## src/rtl/wb_port_arbiter_pkg.sv

```systemverilog
// Shared types for the register-file write-port arbiter: widths, grant encoding, LL request payload.
package wb_arb_pkg;

    localparam int unsigned XLEN_DEF = 64;
    localparam int unsigned REG_AW   = 5;

    typedef enum logic [1:0] {
        GNT_NONE,
        GNT_PIPE,
        GNT_LL
    } wb_gnt_e;

    typedef struct packed {
        logic [REG_AW-1:0]   rd;
        logic [XLEN_DEF-1:0] data;
    } wb_req_t;

endpackage

```

## src/rtl/wb_port_arbiter_if.sv

```systemverilog
// Bus bundle between WB stage / LL unit and the write-port arbiter, with the register-file write side.
interface wb_port_arbiter_if #(
    parameter int unsigned XLEN     = 64,
    parameter int unsigned LL_DEPTH = 2
);
    localparam int unsigned CNT_W = $clog2(LL_DEPTH) + 1;

    logic              pipe_valid;
    logic [4:0]        pipe_rd;
    logic [XLEN-1:0]   pipe_data;
    logic              pipe_stall;
    logic              ll_valid;
    logic              ll_ready;
    logic [4:0]        ll_rd;
    logic [XLEN-1:0]   ll_data;
    logic              rf_we;
    logic [4:0]        rf_waddr;
    logic [XLEN-1:0]   rf_wdata;
    logic [CNT_W-1:0]  ll_pending;

    // Arbiter side
    modport slave (
        input  pipe_valid, pipe_rd, pipe_data, ll_valid, ll_rd, ll_data,
        output pipe_stall, ll_ready, rf_we, rf_waddr, rf_wdata, ll_pending
    );

    // Pipeline / LL unit / register-file side
    modport master (
        output pipe_valid, pipe_rd, pipe_data, ll_valid, ll_rd, ll_data,
        input  pipe_stall, ll_ready, rf_we, rf_waddr, rf_wdata, ll_pending
    );

endinterface

```

## src/rtl/wb_port_arbiter_ll_fifo.sv

```systemverilog
// Small synchronous FIFO holding long-latency results waiting for the write port.
module wb_ll_fifo
    import wb_arb_pkg::*;
#(
    parameter int unsigned DEPTH = 2
) (
    input  logic                         clk,
    input  logic                         rst_n,
    input  logic                         push_i,
    input  wb_req_t                      push_data_i,
    input  logic                         pop_i,
    output wb_req_t                      head_o,
    output logic                         full_o,
    output logic                         empty_o,
    output logic [$clog2(DEPTH):0]       count_o
);
    localparam int unsigned AW = $clog2(DEPTH);
    localparam int unsigned CW = AW + 1;

    wb_req_t         mem_q [DEPTH];
    logic [AW-1:0]   wr_ptr_q;
    logic [AW-1:0]   rd_ptr_q;
    logic [CW-1:0]   count_q;
    logic            do_push;
    logic            do_pop;

    assign full_o  = (count_q == CW'(DEPTH));
    assign empty_o = (count_q == '0);
    assign count_o = count_q;
    assign head_o  = mem_q[rd_ptr_q];
    assign do_push = push_i && !full_o;
    assign do_pop  = pop_i && !empty_o;

    // Pointers wrap naturally because DEPTH is a power of two.
    always_ff @(posedge clk or negedge rst_n) begin
        if (!rst_n) begin
            wr_ptr_q <= '0;
            rd_ptr_q <= '0;
            count_q  <= '0;
        end else begin
            if (do_push) wr_ptr_q <= wr_ptr_q + AW'(1);
            if (do_pop)  rd_ptr_q <= rd_ptr_q + AW'(1);
            count_q <= count_q + CW'(do_push) - CW'(do_pop);
        end
    end

    always_ff @(posedge clk) begin
        if (do_push) mem_q[wr_ptr_q] <= push_data_i;
    end

endmodule

```

## src/rtl/wb_port_arbiter.sv

```systemverilog
// Register-file write-port arbiter: pipeline first, LL results buffered, starvation forces a one-cycle stall.
// Optional WB_ARB_PERF_EN adds a saturating conflict counter output.
module wb_port_arbiter
    import wb_arb_pkg::*;
#(
    parameter int unsigned XLEN       = XLEN_DEF,
    parameter int unsigned LL_DEPTH   = 2,
    parameter int unsigned STARVE_MAX = 4
) (
    input  logic                   clk,
    input  logic                   rst_n,
    wb_port_arbiter_if.slave       port_if
`ifdef WB_ARB_PERF_EN
    ,
    output logic [31:0]            perf_conflicts_o
`endif
);
    localparam int unsigned CNT_W = $clog2(LL_DEPTH) + 1;
    localparam int unsigned SC_W  = $clog2(STARVE_MAX) + 1;

    wb_gnt_e           gnt;
    wb_req_t           push_req;
    wb_req_t           head_req;
    logic              fifo_push;
    logic              fifo_pop;
    logic              fifo_full;
    logic              fifo_empty;
    logic [CNT_W-1:0]  fifo_count;

    logic [SC_W-1:0]   starve_cnt_q, starve_cnt_d;
    logic              starve_q, starve_d;
    logic              rf_we_q, rf_we_d;
    logic [REG_AW-1:0] rf_waddr_q, rf_waddr_d;
    logic [XLEN-1:0]   rf_wdata_q, rf_wdata_d;

    // x0 pushes are acknowledged but never stored.
    assign fifo_push     = port_if.ll_valid && !fifo_full && (port_if.ll_rd != '0);
    assign fifo_pop      = (gnt == GNT_LL);
    assign push_req.rd   = port_if.ll_rd;
    assign push_req.data = XLEN_DEF'(port_if.ll_data);

    wb_ll_fifo #(
        .DEPTH (LL_DEPTH)
    ) u_ll_fifo (
        .clk         (clk),
        .rst_n       (rst_n),
        .push_i      (fifo_push),
        .push_data_i (push_req),
        .pop_i       (fifo_pop),
        .head_o      (head_req),
        .full_o      (fifo_full),
        .empty_o     (fifo_empty),
        .count_o     (fifo_count)
    );

    assign port_if.ll_ready   = !fifo_full;
    assign port_if.ll_pending = fifo_count;
    assign port_if.pipe_stall = starve_q;
    assign port_if.rf_we      = rf_we_q;
    assign port_if.rf_waddr   = rf_waddr_q;
    assign port_if.rf_wdata   = rf_wdata_q;

    // Grant selection, write-data mux and starvation timer.
    always_comb begin
        gnt          = GNT_NONE;
        rf_we_d      = 1'b0;
        rf_waddr_d   = '0;
        rf_wdata_d   = '0;
        starve_cnt_d = starve_cnt_q;
        starve_d     = 1'b0;

        if (starve_q && !fifo_empty) begin
            gnt = GNT_LL;
        end else if (port_if.pipe_valid && (port_if.pipe_rd != '0) && !starve_q) begin
            gnt = GNT_PIPE;
        end else if (!fifo_empty) begin
            gnt = GNT_LL;
        end

        case (gnt)
            GNT_PIPE: begin
                rf_we_d    = 1'b1;
                rf_waddr_d = port_if.pipe_rd;
                rf_wdata_d = port_if.pipe_data;
            end
            GNT_LL: begin
                rf_we_d    = 1'b1;
                rf_waddr_d = head_req.rd;
                rf_wdata_d = XLEN'(head_req.data);
            end
            default: ;
        endcase

        if (fifo_empty || (gnt == GNT_LL)) begin
            starve_cnt_d = '0;
        end else if (starve_cnt_q != SC_W'(STARVE_MAX - 1)) begin
            starve_cnt_d = starve_cnt_q + SC_W'(1);
        end

        starve_d = !starve_q && !fifo_empty && (gnt != GNT_LL) &&
                   (starve_cnt_q == SC_W'(STARVE_MAX - 1));
    end

    always_ff @(posedge clk or negedge rst_n) begin
        if (!rst_n) begin
            starve_cnt_q <= '0;
            starve_q     <= 1'b0;
            rf_we_q      <= 1'b0;
            rf_waddr_q   <= '0;
            rf_wdata_q   <= '0;
        end else begin
            starve_cnt_q <= starve_cnt_d;
            starve_q     <= starve_d;
            rf_we_q      <= rf_we_d;
            rf_waddr_q   <= rf_waddr_d;
            rf_wdata_q   <= rf_wdata_d;
        end
    end

`ifdef WB_ARB_PERF_EN
    logic [31:0] perf_conflicts_q;

    assign perf_conflicts_o = perf_conflicts_q;

    // Cycles where a buffered LL result lost the port to the pipeline.
    always_ff @(posedge clk or negedge rst_n) begin
        if (!rst_n) begin
            perf_conflicts_q <= '0;
        end else if (!fifo_empty && (gnt == GNT_PIPE) && (perf_conflicts_q != '1)) begin
            perf_conflicts_q <= perf_conflicts_q + 32'd1;
        end
    end
`endif

endmodule

```

## src/flat_wrapper.sv

```systemverilog
// flat-port wrapper written by rule: the top's interface ports become plain ports
module wb_port_arbiter_flat import wb_arb_pkg::*;
#(
    parameter int unsigned XLEN       = XLEN_DEF,
    parameter int unsigned LL_DEPTH   = 2,
    parameter int unsigned STARVE_MAX = 4
)
  (clk, rst_n, port_if_pipe_valid, port_if_pipe_rd, port_if_pipe_data, port_if_ll_valid, port_if_ll_rd, port_if_ll_data, port_if_pipe_stall, port_if_ll_ready, port_if_rf_we, port_if_rf_waddr, port_if_rf_wdata, port_if_ll_pending);
  wb_port_arbiter_if #(.XLEN(XLEN), .LL_DEPTH(LL_DEPTH)) port_if_i ();
  input  logic clk;
  input  logic rst_n;
  input wire logic [$bits(port_if_i.pipe_valid)-1:0] port_if_pipe_valid;
  input wire logic [$bits(port_if_i.pipe_rd)-1:0] port_if_pipe_rd;
  input wire logic [$bits(port_if_i.pipe_data)-1:0] port_if_pipe_data;
  input wire logic [$bits(port_if_i.ll_valid)-1:0] port_if_ll_valid;
  input wire logic [$bits(port_if_i.ll_rd)-1:0] port_if_ll_rd;
  input wire logic [$bits(port_if_i.ll_data)-1:0] port_if_ll_data;
  output wire logic [$bits(port_if_i.pipe_stall)-1:0] port_if_pipe_stall;
  output wire logic [$bits(port_if_i.ll_ready)-1:0] port_if_ll_ready;
  output wire logic [$bits(port_if_i.rf_we)-1:0] port_if_rf_we;
  output wire logic [$bits(port_if_i.rf_waddr)-1:0] port_if_rf_waddr;
  output wire logic [$bits(port_if_i.rf_wdata)-1:0] port_if_rf_wdata;
  output wire logic [$bits(port_if_i.ll_pending)-1:0] port_if_ll_pending;
  assign port_if_i.pipe_valid = port_if_pipe_valid;
  assign port_if_i.pipe_rd = port_if_pipe_rd;
  assign port_if_i.pipe_data = port_if_pipe_data;
  assign port_if_i.ll_valid = port_if_ll_valid;
  assign port_if_i.ll_rd = port_if_ll_rd;
  assign port_if_i.ll_data = port_if_ll_data;
  assign port_if_pipe_stall = port_if_i.pipe_stall;
  assign port_if_ll_ready = port_if_i.ll_ready;
  assign port_if_rf_we = port_if_i.rf_we;
  assign port_if_rf_waddr = port_if_i.rf_waddr;
  assign port_if_rf_wdata = port_if_i.rf_wdata;
  assign port_if_ll_pending = port_if_i.ll_pending;
  wb_port_arbiter #(.XLEN(XLEN), .LL_DEPTH(LL_DEPTH), .STARVE_MAX(STARVE_MAX)) u_core (.clk(clk), .rst_n(rst_n), .port_if(port_if_i));
endmodule
```

## config.mk

```make
export PLATFORM = sky130hd
export DESIGN_NAME = wb_port_arbiter_flat
export DESIGN_NICKNAME = d
export VERILOG_FILES = /design/src/rtl/wb_port_arbiter_pkg.sv /design/src/rtl/wb_port_arbiter_if.sv /design/src/rtl/wb_port_arbiter_ll_fifo.sv /design/src/rtl/wb_port_arbiter.sv /design/src/flat_wrapper.sv
export SDC_FILE = /design/constraint.sdc
export NUM_CORES = 1
export LEC_CHECK = 0
export BUFFER_PORTS_ARGS = -buffer_cell sky130_fd_sc_hd__buf_2
export CAP_MARGIN = 30
export CORE_UTILIZATION = 50
export DETAILED_ROUTE_END_ITERATION = 16
export GPL_TIMING_DRIVEN = 0
export HOLD_SLACK_MARGIN = 0.15
export PLACE_DENSITY = 0.75
export SYNTH_ARGS = -nofsm -noshare
export SYNTH_HDL_FRONTEND = slang
export SYNTH_SLANG_ARGS = --single-unit
export TNS_END_PERCENT = 5
```

## constraint.sdc

```tcl
create_clock -name clk -period 4.8 [get_ports clk]
set_input_delay 0.48 -clock clk [delete_from_list [all_inputs] [get_ports clk]]
set_output_delay 0.48 -clock clk [all_outputs]
set_load 0.01 [all_outputs]
```

==> results.md <==
- Status: complete, no violations
- Number of flops mapped to enable cells by yosys: 138
- Routed wire length: 16,350 um
- Share of layout cells above drive strength 1: 0.4489
- R2R cell count: 9
- Initial DRC Count: 184
- Flip-flop and latch area: between 6000 and 7000 sq um
- DR vias: 4,763
- Worst-margin pin slew: 0.7200 ns
- CTS tree: yes
- Critical Path RT: approximately 5.2 ns
- MaxCap Viol Count: 0
- Port Buffers: 215
- Layout fillers: 1,245
- Post-Syn Instances: around 480
- Largest net degree at the start of global routing: 48
- Total congestion overflow: 0
- Die area: 17,410 sq um
- Mean Syn Cell Area: 17.52 sq um
- Crit share post-route: 0.4499
- Crit path launch type: flop
- Yosys warning total: 0
- Share of the synthesized area in the top cell type: 0.4908
- Inserted Clock Buffers: 22
- Synth cell types: 26
- Vias in the first global route: 5,132
- Placed Cells incl. Taps: 922
- Skew final: 0.01596 ns
- Final worst setup slack: 2.640 ns
- Clock transition at path regs: around 0.06 ns
- Area Growth Syn to Fin: 25.74%
- Htree depth: 1
- Setup TNS: 0 ns
- Top_reg_cell synth: edfxtp_1
- Final hold slack: 0.1725 ns
- Die Height: 131.9 um
- Reg2reg end: u_core.u_ll_fifo.count_o[1]$_DFF_PN0_
- Core Box Area: 16,520 sq um
- Gr usage total: 0.1932
- Final non-filler cell total: around 970
- Vias per cell: 4.931
- Clock buffer depth: 3
- Final ANT Viol Nets: 0
- Sequential share of the synthesized area: 0.7220
- Worst setup EP type: flop
- Fin nets: approximately 870
- Share of synthesized registers carrying an async set or reset: 0.3611
- RR Startpoint: u_core.u_ll_fifo.count_o[1]$_DFF_PN0_
- P_leak: 4.687 nW
- Initial antenna violation count: 4
- Row Count: 47
- Min Clock Period, post-route: 2.160 ns
- DRC: 0
- Clk_lat worst skew: 0.49 ns
- Mapped cell area: 8443 sq um
- Hold Crit Depth: 1
- DR WL/cell: 16.93 um
- Slew HR: 0.5200
- 1st-pass router iterations: 11
- Flop2flop setup slack: 2.64 ns
- CTS root buf: clkbuf_16
- Worst setup path start: u_core.u_ll_fifo.count_o[1]$_DFF_PN0_
- Die width: 131.9 um
- Worst Path Max Fanout: 10
- Count of final setup violators: 0
- Setup slack at placement: between 2 and 2.5 ns
- Global placement routability congestion: 0.7525
- HP Class: in -> reg
- Final HPWL DP: between 10,000 and 15,000 um
- CTS sink cnt: 216
- Worst VDD drop: 0.4009 mV
- Worst endpoint data arrival time: 2.56 ns
- Multi-input gate area: 2153 sq um
- Pwr dens: 573.4 nW/um^2
- Synth top area cells: edfxtp_1 49%, dfrtp_1 23%, mux2_4 8.7%, mux2i_1 8.3%, nor2_1 3.2%
- Max Slew Vio Count: 0
- Final Hold Vio Count: 0
- Starting Density: 0.5109
- Final design utilization: 0.6425
- RSZ-0062 raised after global routing: false
- Critical path type: reg -> reg
- First-pass GRT wire length: 26,320 um
- Ports: 216
- Gates resized, CTS repair: 0
- CP endpoint: u_core.u_ll_fifo.count_o[1]$_DFF_PN0_
- Syn_nets: 628
- Leading area contributor after synthesis: edfxtp_1
- Flops & latches, synth: approximately 220
- F_max: roughly 0.46 GHz
==> area by class of cell <==
| cell class | instances | share of cell area |
|---|---|---|
| Antenna cell | 2 | 0.0004714 |
| Sequential cell | 216 | 0.5742 |
| Clock inverter | 3 | 0.001296 |
| Timing Repair Buffer | 222 | 0.1127 |
| Tap cell | 220 | 0.02593 |
| Clock buffer | 37 | 0.06293 |
| Inverter | 3 | 0.001061 |
| Multi-Input combinational cell | 240 | 0.2028 |
| Buffer | 23 | 0.01862 |
==> logic make-up after synthesis <==
kind of cell | count (synthesis) | synth area share
AO/OA/AOI/OAI | 13 | 0.01275
XOR/XNOR | 4 | 0.004150
adder cells (fa/ha/maj) | 4 | 0.005928
buffers and inverters | 26 | 0.02475
flip-flops | 216 | 0.7220
multiplexers | 134 | 0.1901
AND/OR/NAND/NOR | 85 | 0.04031
==> worst min path at each step <==
stage	slack, ns	start	to
global placement	0.48	u_core.u_ll_fifo.wr_ptr_q$_DFFE_PN0P_	u_core.u_ll_fifo.wr_ptr_q$_DFFE_PN0P_
detailed placement	0.46	rst_n	u_core.port_if.rf_wdata[38]$_DFF_PN0_
floorplan	0.18	rst_n	u_core.port_if.pipe_stall$_DFF_PN0_
global route	0.15	port_if_ll_data[61]	u_core.u_ll_fifo.mem_q[0][61]$_DFFE_PP_
CTS	0.15	port_if_ll_data[61]	u_core.u_ll_fifo.mem_q[0][61]$_DFFE_PP_
finish	0.17	port_if_ll_data[61]	u_core.u_ll_fifo.mem_q[0][61]$_DFFE_PP_
==> per-layer routing <==
layer	vias up	share of wire	routed length (um)	track usage
met5	-	0.0013	22	0
met3	37	0.063	1035	0.04537
li1	2249	-	-	-
met1	2319	0.39	6436	0.2312
met4	4	0.027	439	0.06525
met2	154	0.51	8421	0.3427
==> per-stage QoR <==
stage          instance area (sq um)  power (mW)
3_5_place_dp                    9912       4.552
3_3_place_gp                    9794       4.464
5_1_grt                        10610       6.412
4_1_cts                        10600       6.152
6_report                       10620       6.087
2_1_floorplan                   8443       3.909
==> critical path, cell delays in order (launching register included) <==
cell and delay [ns]:
dfrtp_1 0.43, nor2_1 0.12, buf_4 0.21, clkbuf_1 0.38, nor2_1 0.12, ha_1 0.29, inv_1 0.04, ha_1 0.17
xnor2_1 0.16, xnor2_1 0.15
==> timing repair <==
| action | 4_1_cts | 5_1_grt |
|---|---|---|
| setup buffers | 0 | 0 |
| hold buffers | 1 | 0 |
| endpoints found under the hold margin | 31 | 0 |
==> placed cells by master (no fill, tap or decap), types with 4 or more instances in the layout <==
master and n:
clkbuf_8 4, edfxtp_1 138, buf_12 11, ha_1 4
nand2_1 7, mux2i_1 70, nor2_1 70, o211ai_1 4
mux2_4 49, clkbuf_1 18, buf_2 222, o31ai_1 5
mux2_2 15, clkbuf_16 23, dfrtp_1 78
==> report_power, final <==
part	internal (mW)	total [mW]	leakage [nW]	switching, mW
Combinational	0.849	1.85	2.13	1.00
Sequential	2.52	2.65	2.22	0.125
Clock	0.944	1.59	0.333	0.643
==> state kept, by name, indices dropped and copies added, names as in the netlist <==
| name | count |
|---|---|
| u_core.port_if.rf_waddr | 5 |
| u_core.starve_cnt_q | 3 |
| u_core.u_ll_fifo.rd_ptr_q | 1 |
| u_core.u_ll_fifo.wr_ptr_q | 1 |
| u_core.u_ll_fifo.count_o | 2 |
| u_core.u_ll_fifo.mem_q | 138 |
| u_core.port_if.rf_we | 1 |
| u_core.port_if.rf_wdata | 64 |
| u_core.port_if.pipe_stall | 1 |
==> Yosys cell counts, drive strengths merged, types with 2 or more instances <==
| library cell | number |
|---|---|
| mux2 | 64 |
| clkbuf | 8 |
| inv | 3 |
| ha | 4 |
| mux2i | 70 |
| xnor2 | 3 |
| o31ai | 5 |
| o211ai | 4 |
| nand2 | 7 |
| nand2b | 2 |
| buf | 15 |
| or4 | 2 |
| dfrtp | 78 |
| nor2 | 72 |
| edfxtp | 138 |
Power figures use the tool's default switching activity.
